--- src/rtl/polaris_dbridge16.sv ---
// 64-bit CPU data port to 16-bit memory bus bridge: splits one load/store into 1, 2 or 4 beats.
// Optional beat watchdog with error acknowledge: define POLARIS_DBRIDGE_TIMEOUT_EN.
module polaris_dbridge16 #(
    parameter int ADR_W   = 64,
    parameter int TIMEOUT = 255
) (
    input  logic             clk_i,
    input  logic             reset_i,
    input  logic [ADR_W-1:0] dadr_i,
    input  logic [63:0]      ddat_i,
    output logic [63:0]      ddat_o,
    input  logic             dwe_i,
    input  logic             dcyc_i,
    input  logic             dstb_i,
    input  logic [1:0]       dsiz_i,
    input  logic             dsigned_i,
    output logic             dack_o,
    output logic             misalign_o,
    output logic             derr_o,
    output logic [ADR_W-1:0] madr_o,
    output logic [15:0]      mdat_o,
    input  logic [15:0]      mdat_i,
    output logic [1:0]       msel_o,
    output logic             mwe_o,
    output logic             mcyc_o,
    output logic             mstb_o,
    input  logic             mack_i
);

    typedef enum logic [1:0] {IDLE, BEAT, DONE} state_t;

    state_t           state;
    logic [1:0]       siz_q;
    logic [1:0]       beat_q;
    logic             sgn_q;
    logic             lane_q;
    logic             we_q;
    logic [63:0]      wdat_q;
    logic [63:0]      rbuf_q;

    logic [ADR_W-1:0] align_mask;
    logic [ADR_W-1:0] base_w;
    logic             mis_w;
    logic [1:0]       last_w;
    logic [1:0]       beat_nxt;
    logic [7:0]       byte_w;
    logic [63:0]      rfull_w;
    logic [63:0]      rext_w;

`ifdef POLARIS_DBRIDGE_TIMEOUT_EN
    localparam int CNT_W = ($clog2(TIMEOUT + 1) > 8) ? $clog2(TIMEOUT + 1) : 8;
    logic [CNT_W-1:0] wait_cnt;
`else
    assign derr_o = 1'b0;
`endif

    // NOTE: every always_comb output gets a default first so no path can infer a latch.
    always_comb begin
        align_mask = ~((ADR_W'(1) << dsiz_i) - ADR_W'(1));
        mis_w      = |(dadr_i & ~align_mask);
        base_w     = dadr_i & align_mask & ~ADR_W'(1);
        last_w     = (siz_q == 2'd3) ? 2'd3 : (siz_q == 2'd2) ? 2'd1 : 2'd0;
        beat_nxt   = beat_q + 2'd1;
        byte_w     = lane_q ? mdat_i[15:8] : mdat_i[7:0];

        rfull_w                        = rbuf_q;
        rfull_w[{beat_q, 4'd0} +: 16]  = mdat_i;

        case (siz_q)
            2'd0:    rext_w = {{56{sgn_q & byte_w[7]}}, byte_w};
            2'd1:    rext_w = {{48{sgn_q & rfull_w[15]}}, rfull_w[15:0]};
            2'd2:    rext_w = {{32{sgn_q & rfull_w[31]}}, rfull_w[31:0]};
            default: rext_w = rfull_w;
        endcase
    end

    // NOTE: sequential state uses non-blocking assignments only, so every register sees pre-edge values.
    always_ff @(posedge clk_i or posedge reset_i) begin
        if (reset_i) begin
            state      <= IDLE;
            siz_q      <= '0;
            beat_q     <= '0;
            sgn_q      <= 1'b0;
            lane_q     <= 1'b0;
            we_q       <= 1'b0;
            wdat_q     <= '0;
            rbuf_q     <= '0;
            ddat_o     <= '0;
            dack_o     <= 1'b0;
            misalign_o <= 1'b0;
            madr_o     <= '0;
            mdat_o     <= '0;
            msel_o     <= '0;
            mwe_o      <= 1'b0;
            mcyc_o     <= 1'b0;
            mstb_o     <= 1'b0;
`ifdef POLARIS_DBRIDGE_TIMEOUT_EN
            derr_o     <= 1'b0;
            wait_cnt   <= '0;
`endif
        end else begin
            dack_o     <= 1'b0;
            misalign_o <= 1'b0;
            ddat_o     <= '0;
`ifdef POLARIS_DBRIDGE_TIMEOUT_EN
            derr_o     <= 1'b0;
`endif
            case (state)
                IDLE: begin
                    if (dcyc_i && dstb_i) begin
                        state      <= BEAT;
                        beat_q     <= '0;
                        siz_q      <= dsiz_i;
                        sgn_q      <= dsigned_i;
                        lane_q     <= dadr_i[0];
                        we_q       <= dwe_i;
                        wdat_q     <= ddat_i;
                        rbuf_q     <= '0;
                        mcyc_o     <= 1'b1;
                        mstb_o     <= 1'b1;
                        mwe_o      <= dwe_i;
                        madr_o     <= base_w;
                        misalign_o <= mis_w;
`ifdef POLARIS_DBRIDGE_TIMEOUT_EN
                        wait_cnt   <= '0;
`endif
                        if (dsiz_i == 2'd0) begin
                            msel_o <= dadr_i[0] ? 2'b10 : 2'b01;
                            mdat_o <= {ddat_i[7:0], ddat_i[7:0]};
                        end else begin
                            msel_o <= 2'b11;
                            mdat_o <= ddat_i[15:0];
                        end
                    end
                end

                BEAT: begin
                    if (mack_i) begin
                        rbuf_q <= rfull_w;
`ifdef POLARIS_DBRIDGE_TIMEOUT_EN
                        wait_cnt <= '0;
`endif
                        if (beat_q == last_w) begin
                            state  <= DONE;
                            mcyc_o <= 1'b0;
                            mstb_o <= 1'b0;
                            mwe_o  <= 1'b0;
                            msel_o <= '0;
                            dack_o <= 1'b1;
                            ddat_o <= we_q ? 64'd0 : rext_w;
                        end else begin
                            // Strobe stays up; only address and write lane advance.
                            beat_q <= beat_nxt;
                            madr_o <= madr_o + ADR_W'(2);
                            mdat_o <= wdat_q[{beat_nxt, 4'd0} +: 16];
                        end
                    end
`ifdef POLARIS_DBRIDGE_TIMEOUT_EN
                    else if (wait_cnt == CNT_W'(TIMEOUT - 1)) begin
                        state  <= DONE;
                        mcyc_o <= 1'b0;
                        mstb_o <= 1'b0;
                        mwe_o  <= 1'b0;
                        msel_o <= '0;
                        dack_o <= 1'b1;
                        derr_o <= 1'b1;
                    end else begin
                        wait_cnt <= wait_cnt + CNT_W'(1);
                    end
`endif
                end

                default: state <= IDLE;
            endcase
        end
    end

endmodule
--- config.mk ---
export PLATFORM = sky130hd
export DESIGN_NAME = polaris_dbridge16
export DESIGN_NICKNAME = d
export VERILOG_FILES = /design/src/rtl/polaris_dbridge16.sv
export SDC_FILE = /design/constraint.sdc
export NUM_CORES = 1
export LEC_CHECK = 0
export ABC_AREA = 1
export ABC_CLOCK_PERIOD_IN_PS = 17300
export BUFFER_PORTS_ARGS = -buffer_cell sky130_fd_sc_hd__buf_4
export CAP_MARGIN = 20
export CORE_ASPECT_RATIO = 1.25
export CORE_MARGIN = 5
export CORE_UTILIZATION = 61
export CTS_CLUSTER_SIZE = 40
export DETAILED_ROUTE_END_ITERATION = 16
export GPL_TIMING_DRIVEN = 0
export PLACE_DENSITY_LB_ADDON = 0.12
export SYNTH_ARGS = -nofsm -noshare
export SYNTH_HDL_FRONTEND = slang
export SYNTH_SLANG_ARGS = --single-unit
--- constraint.sdc ---
create_clock -name clk_i -period 17.3 [get_ports clk_i]
set_input_delay 1.73 -clock clk_i [delete_from_list [all_inputs] [get_ports clk_i]]
set_output_delay 1.73 -clock clk_i [all_outputs]
set_load 0.005 [all_outputs]
# Word level (Yosys, flattened, before mapping)
# Cells that the tools add are included.
[word_totals]
ff_bits = 287
input_bits = 153
output_inout_bits = 152
elab_cells = 97
[classes]
addsub = 4
n_eq_ne = 9
shifts = 4
muxes = 46
n_bitwise = 7
n_reduce_logical = 11
[op_table]
columns = ["operator", "count"]
rows = [
  ["64-bit 2-to-1 mux", 9],
  ["64-bit one-hot mux with 2 select lines", 2],
  ["64-bit one-hot mux with 3 select lines", 1],
  ["64-bit bitwise AND", 2],
  ["64-bit NOT", 2],
  ["64-bit by 2-bit adder with 64-bit output, second input constant", 1],
  ["64-bit bitwise mux", 1],
  ["16-bit 2-to-1 mux", 4],
  ["64-bit OR reduction", 1],
  ["16-bit by 8-bit variable shift with 64-bit output, first input constant", 1],
  ["16-bit by 8-bit variable part select with 64-bit output", 1],
  ["64-bit by 7-bit variable part select with 16-bit output", 1],
  ["1-bit by 2-bit << shifter with 64-bit output, first input constant", 1],
  ["64-bit by 2-bit subtractor with 64-bit output, second input constant", 1],
  ["16-bit one-hot mux with 2 select lines", 1],
  ["2-bit 2-to-1 mux", 12],
  ["2-bit one-hot mux with 2 select lines", 3],
  ["1-bit 2-to-1 mux", 10],
  ["8-bit 2-to-1 mux", 1],
  ["2-bit inequality test, second input constant", 4],
  ["6-bit negation with 8-bit output", 1],
  ["4-bit AND reduction", 2],
  ["2-bit zero test", 3],
  ["3-bit AND reduction", 2],
  ["other kinds (9)", 14],
]

# Logic depth before layout (Yosys ltp)
[logic_depth]
word_depth = 9
depth_mapped = 15
ltp_nobuf = 13

# Least setup slack after synthesis
# No wires, ideal clock.
[synth_path]
kind = "input to register"
start = "in dsiz_i[1]"
end = "reg madr_o[20]"
setup_ns = 0.065
arrival_time_ns = 3.045
t_required_ns = 17.235
path_slack_ns = 14.190
path_stages = 11
path_buffers = 3
cell_sequence = "nor2_1 -> inv_1 -> clkbuf_1 -> ha_1 -> nand2_1 -> buf_2 -> clkbuf_1 -> a21oi_1 -> nor2_1 -> o21ai_1 -> nand2_1"
[synth_between]
elab_chain_cells = 6
[synth_lines]
columns = ["element", "line_no", "source"]
rows = [
  ["start: declaration", "15", "input logic [1:0] dsiz_i,"],
  ["1-bit by 2-bit << shifter with 64-bit output", "59", "align_mask = ~((ADR_W'(1) << dsiz_i) - ADR_W'(1));"],
  ["64-bit by 2-bit subtractor with 64-bit output", "59", ""],
  ["64-bit NOT", "59", ""],
  ["64-bit bitwise AND", "61", "base_w = dadr_i & align_mask & ~ADR_W'(1);"],
  ["64-bit 2-to-1 mux", "110", "if (dcyc_i && dstb_i) begin"],
  ["64-bit one-hot mux with 2 select lines", "108", "case (state)"],
  ["end signal: assignment", "122", "madr_o <= base_w;"],
  ["end signal: assignment", "154", "madr_o <= madr_o + ADR_W'(2);"],
  ["end: declaration", "20", "output logic [ADR_W-1:0] madr_o,"],
]
# Every way passes these cells. The select of a mux whose other input is x is not followed.
# A chain may end at the register's enable or synchronous reset.

# Final worst setup path
[layout_path]
start = "in dsiz_i[0]"
end = "reg misalign_o"
[layout_between]
elab_chain_cells = 8
[layout_lines]
columns = ["element", "line_no", "source"]
rows = [
  ["1-bit by 2-bit << shifter with 64-bit output", "59", ""],
  ["64-bit by 2-bit subtractor with 64-bit output", "59", ""],
  ["64-bit NOT", "59", ""],
  ["64-bit NOT", "60", "mis_w = |(dadr_i & ~align_mask);"],
  ["64-bit bitwise AND", "60", ""],
  ["64-bit OR reduction", "60", ""],
  ["1-bit 2-to-1 mux", "110", ""],
  ["1-bit 2-to-1 mux", "108", ""],
  ["end signal: assignment", "123", "misalign_o <= mis_w;"],
  ["end: declaration", "18", "output logic misalign_o,"],
]
# Every way passes these cells.

==> summary by stage <==
Outcome
The flow ran to the end, and the final reports show no timing, DRC or antenna violations.

Min path
The path class of the tightest hold or removal check is flop to flop.

Pwr
The clock network burns 20.1% of the power. The share of total power dissipated in combinational logic is 46.0%. The internal power contribution is 1795 µW. In this run switching power makes up 46.09% of total power.

For this design the static power due to leakage is 0.01017 µW. In this run, flip-flops and latches consume 33.9% of the power. Summed over all nets, the switching power comes to 1535 µW.

IR analysis of the VDD net gives a maximum drop of 125.3 µV. The ratio of total power to cell area is 170.6 nW/µm².

Yosys
Sorting the synthesized cells by area gives the leading types as dfrtp_1 45%, nand2_1 16%, nor2_1 8.0%. Of the post-synthesis cell area, the dominant cell type holds 45.41%. Synthesis inferred 286 register bits. The mapped netlist covers 15760 µm². The post-synthesis cell type count is 38. Averaged over all synthesized cells, the footprint is 7.084 µm². Summing the sequential cell areas from Yosys gives 45.41% of the chip area. For this run, the number of Yosys warnings is 0. Synthesis produced a netlist whose cell count is 2225. The dominant cell type by area after synthesis is dfrtp_1.

Cells and area
The number of nets in the layout is 2720. The area occupied by registers is 7157 µm². The post-route netlist has 17.64% of its cells at a drive strength greater than 1. The area of the multi-input gates is 7209 µm². For this run, the number of standard cells in the final layout without fillers is 2917. The area growth from synthesis to final layout is 23.80%. The total of fill cells in the finished design is 1861.

Drt
The first-pass iteration count of the detailed router is 8. In the routed layout, each cell is associated on average with a via count of 6.005. The DRC violation count after routing is 0. The count of nets left with antenna violations once routing finished came out at 0. The top layer reached by signal wires is met4. After detailed routing, the met2 layer carries 28.73 mm of wire.

In the final routed layout, each cell accounts on average for 21.36 µm. The initial detailed-routing violation count is 1859. After detailed routing, the wire length on met1 is 20.77 mm. The final layout contains routed wiring with a total length of 62.31 mm. The overall via count from detail_route is 17520.

The amount of wire on met3 after detailed routing is 7.119 mm.

Global routing
The total track usage is 41.58%. The via count of the first global-routing pass is 17320. The global route total overflow is 0. Entering global routing, the biggest net connects 138 pins. The initial antenna violation count is 2. The first global-routing pass estimated 95.14 mm of wire.

Timing
The total negative setup slack is 0 ns. The number of max-slew violations in the final report is 0. The headroom to the max-slew limit is 42.38%.

The worst setup margin is 13.69 ns. The final period utilization is 20.89%. Counting I/O delays and the setup requirement, the final critical path takes 3.613 ns. The maximum operating frequency is 276.8 MHz. The slew of the pin with the lowest slew margin is 0.8643 ns.

Setup repair after global routing left no endpoint under its margin. The tightest hold path in the finished design has a slack of 0.4842 ns. Setup violations remaining at the end of the flow were counted as 0. Across the routed clock network, the largest skew measured is 0.01019 ns. The final number of hold-violating endpoints came to 0.

Place
The HPWL after detailed placement is 46.37 mm. After detailed placement, the design holds a cell count of 2865. The number of I/O port buffers is 302.

Routability-driven placement finished with a final weighted congestion of 1.049. OpenSTA, run right after detailed placement, puts the worst setup slack at 13.26 ns.

Clock tree
In this run, post-CTS repair resized a total of 0 instances. CTS placed an instance of clkbuf_16 at the clock tree root. The clock input transition at the sequential cells of the worst setup and hold paths is 0.07 ns. Clock latency on the worst-skew pair, taken at its later pin, is 0.57 ns. TritonCTS built the clock tree. The TritonCTS sink count is 286. The number of setup buffers added after CTS is 0. The number of buffers on the longest clock path is 3. The number of buffers created by CTS is 28. The H-tree depth is 1.

The count of hold buffers inserted by post-cts repair is 0.

Floorplanning
Pin placement for this block handled 305 I/O pins. The core area is 25370 µm². The initial utilization of the core area, before any placement, comes to 62.12%. The die area is 29170 µm². The height of the die is 189.7 µm.

The die is 153.8 µm wide. The count of standard-cell rows is 65.

Worst setup path
STA classifies the critical path endpoint as a flop. The category of the worst setup path launch point is an input port. The top fanout value on the critical path is 10.

The worst setup path is of the input port to flop kind. Data on the critical path is required at its endpoint by 17.80 ns. The worst endpoint data arrival time is 4.11 ns.

Flow run
The max capacitance violation total is 0.
==> path summary, 6_finish.rpt <==
check | start | endpoint | slack [ns] | cells after the start
worst max-delay path | dsiz_i[0] | misalign_o | 13.69 | 14
worst min-delay path | rbuf_q[0] | rbuf_q[0] | 0.48 | 2
worst max register to register | beat_q[0] | ddat_o[38] | 14.07 | 15
worst min register to register | rbuf_q[0] | rbuf_q[0] | 0.48 | 2
max in group asynchronous | reset_i | madr_o[53] | 15.01 | 3
min in group asynchronous | reset_i | rbuf_q[55] | 1.20 | 2
==> kinds of logic (layout without fill, tap and decap cells) <==
kind of cell | count (synthesis) | count (layout) | synth area share (%)
simple gates | 1172 | 1172 | 29.98
compound gates | 377 | 377 | 13.15
buf+inv | 348 | 702 | 8.875
flops | 286 | 286 | 45.41
xor+xnor | 18 | 18 | 1.000
mux | 16 | 16 | 1.016
fa+ha+maj | 7 | 7 | 0.5557
other cells | 1 | 4 | 0.02379
==> flip-flops by register name (all words and copies together) (netlist names), 2 cells and up <==
| signal | count |
|---|---|
| ddat_o | 64 |
| rbuf_q | 64 |
| wdat_q | 64 |
| madr_o | 63 |
| mdat_o | 16 |
| beat_q | 2 |
| msel_o | 2 |
| siz_q | 2 |
| state | 2 |
==> power by group through the flow <==
stage / Sequential (µW) / Clock (µW) / Combinational [µW]
after CTS: 1110 / 665 / 1490
final: 1130 / 671 / 1530
after global placement: 1110 / 0 / 1410
after floorplan: 1040 / 0 / 894
after detailed placement: 1120 / 0 / 1470
after global routing: 1140 / 696 / 1660
==> layout by cell type (no fill, tap or decap), types with 10 or more instances in the layout <==
cell | Yosys | final
a21oi_1 | 77 | 77
a22oi_1 | 10 | 10
a31oi_1 | 15 | 15
buf_2 | 21 | 21
buf_4 | 11 | 313
clkbuf_1 | 73 | 76
clkbuf_16 | 0 | 28
dfrtp_1 | 286 | 286
inv_1 | 233 | 232
mux2i_1 | 16 | 16
nand2_1 | 691 | 691
nand3_1 | 69 | 69
nor2_1 | 334 | 334
nor2_2 | 36 | 36
nor3_1 | 10 | 10
o21ai_0 | 158 | 158
o21ai_1 | 40 | 40
o22ai_1 | 52 | 52
xor2_1 | 10 | 10
==> Yosys cell counts <==
cell type and instances:
nand2_1 691, nor2_1 334, dfrtp_1 286, inv_1 233
o21ai_0 158, a21oi_1 77, clkbuf_1 73, nand3_1 69
o22ai_1 52, o21ai_1 40, nor2_2 36, buf_2 21
mux2i_1 16, a31oi_1 15, buf_4 11, a22oi_1 10
nor3_1 10, xor2_1 10, nand2_2 8, o21a_1 8
o221ai_1 8, or2_2 8, xnor2_1 8, ha_1 7
nand4_1 7, inv_2 6, nor2_4 4, a211oi_1 3
buf_6 3, nand2_4 3, a41oi_1 2, o211ai_1 2
conb_1 1, inv_4 1, nand3_4 1, nor3_4 1
o2111ai_1 1, o21bai_1 1
==> critical path, cell delays in order <==
cell and delay (ns):
buf_4 0.11, nor2_1 0.04, inv_1 0.06, clkbuf_1 0.39, ha_1 0.24, nand2_1 0.06
inv_1 0.27, clkbuf_1 0.50, o21ai_0 0.18, nand2_1 0.10, nor2_1 0.05, nand2_1 0.17
nor2_1 0.09, nor2_1 0.10
==> per-stage QoR <==
step	instance area, µm²	total power (µW)	util (%)
5_1_grt	19510	3497	76.89
6_report	19510	3329	76.90
3_5_place_dp	18510	2587	72.96
2_1_floorplan	15770	1936	-
3_3_place_gp	18450	2525	72.72
4_1_cts	19510	3264	76.88
==> cell type report <==
type,instances,share of cell area (%)
flip-flops and latches,286,36.68
multi-input cells,1592,36.95
repair buffers,304,11.90
well taps,335,2.148
clock inverters,14,1.090
clock buffers,36,4.001
inverters,240,4.668
plain buffers,108,2.539
diodes,2,0.02565
==> routing by layer <==
metal | vias to the layer above | track usage, %
met4 | 0 | 29.83
met1 | 8083 | 49.03
met5 | - | 0
met2 | 1413 | 67.61
met3 | 356 | 8.714
li1 | 7666 | -
Power figures use the tool's default switching activity.
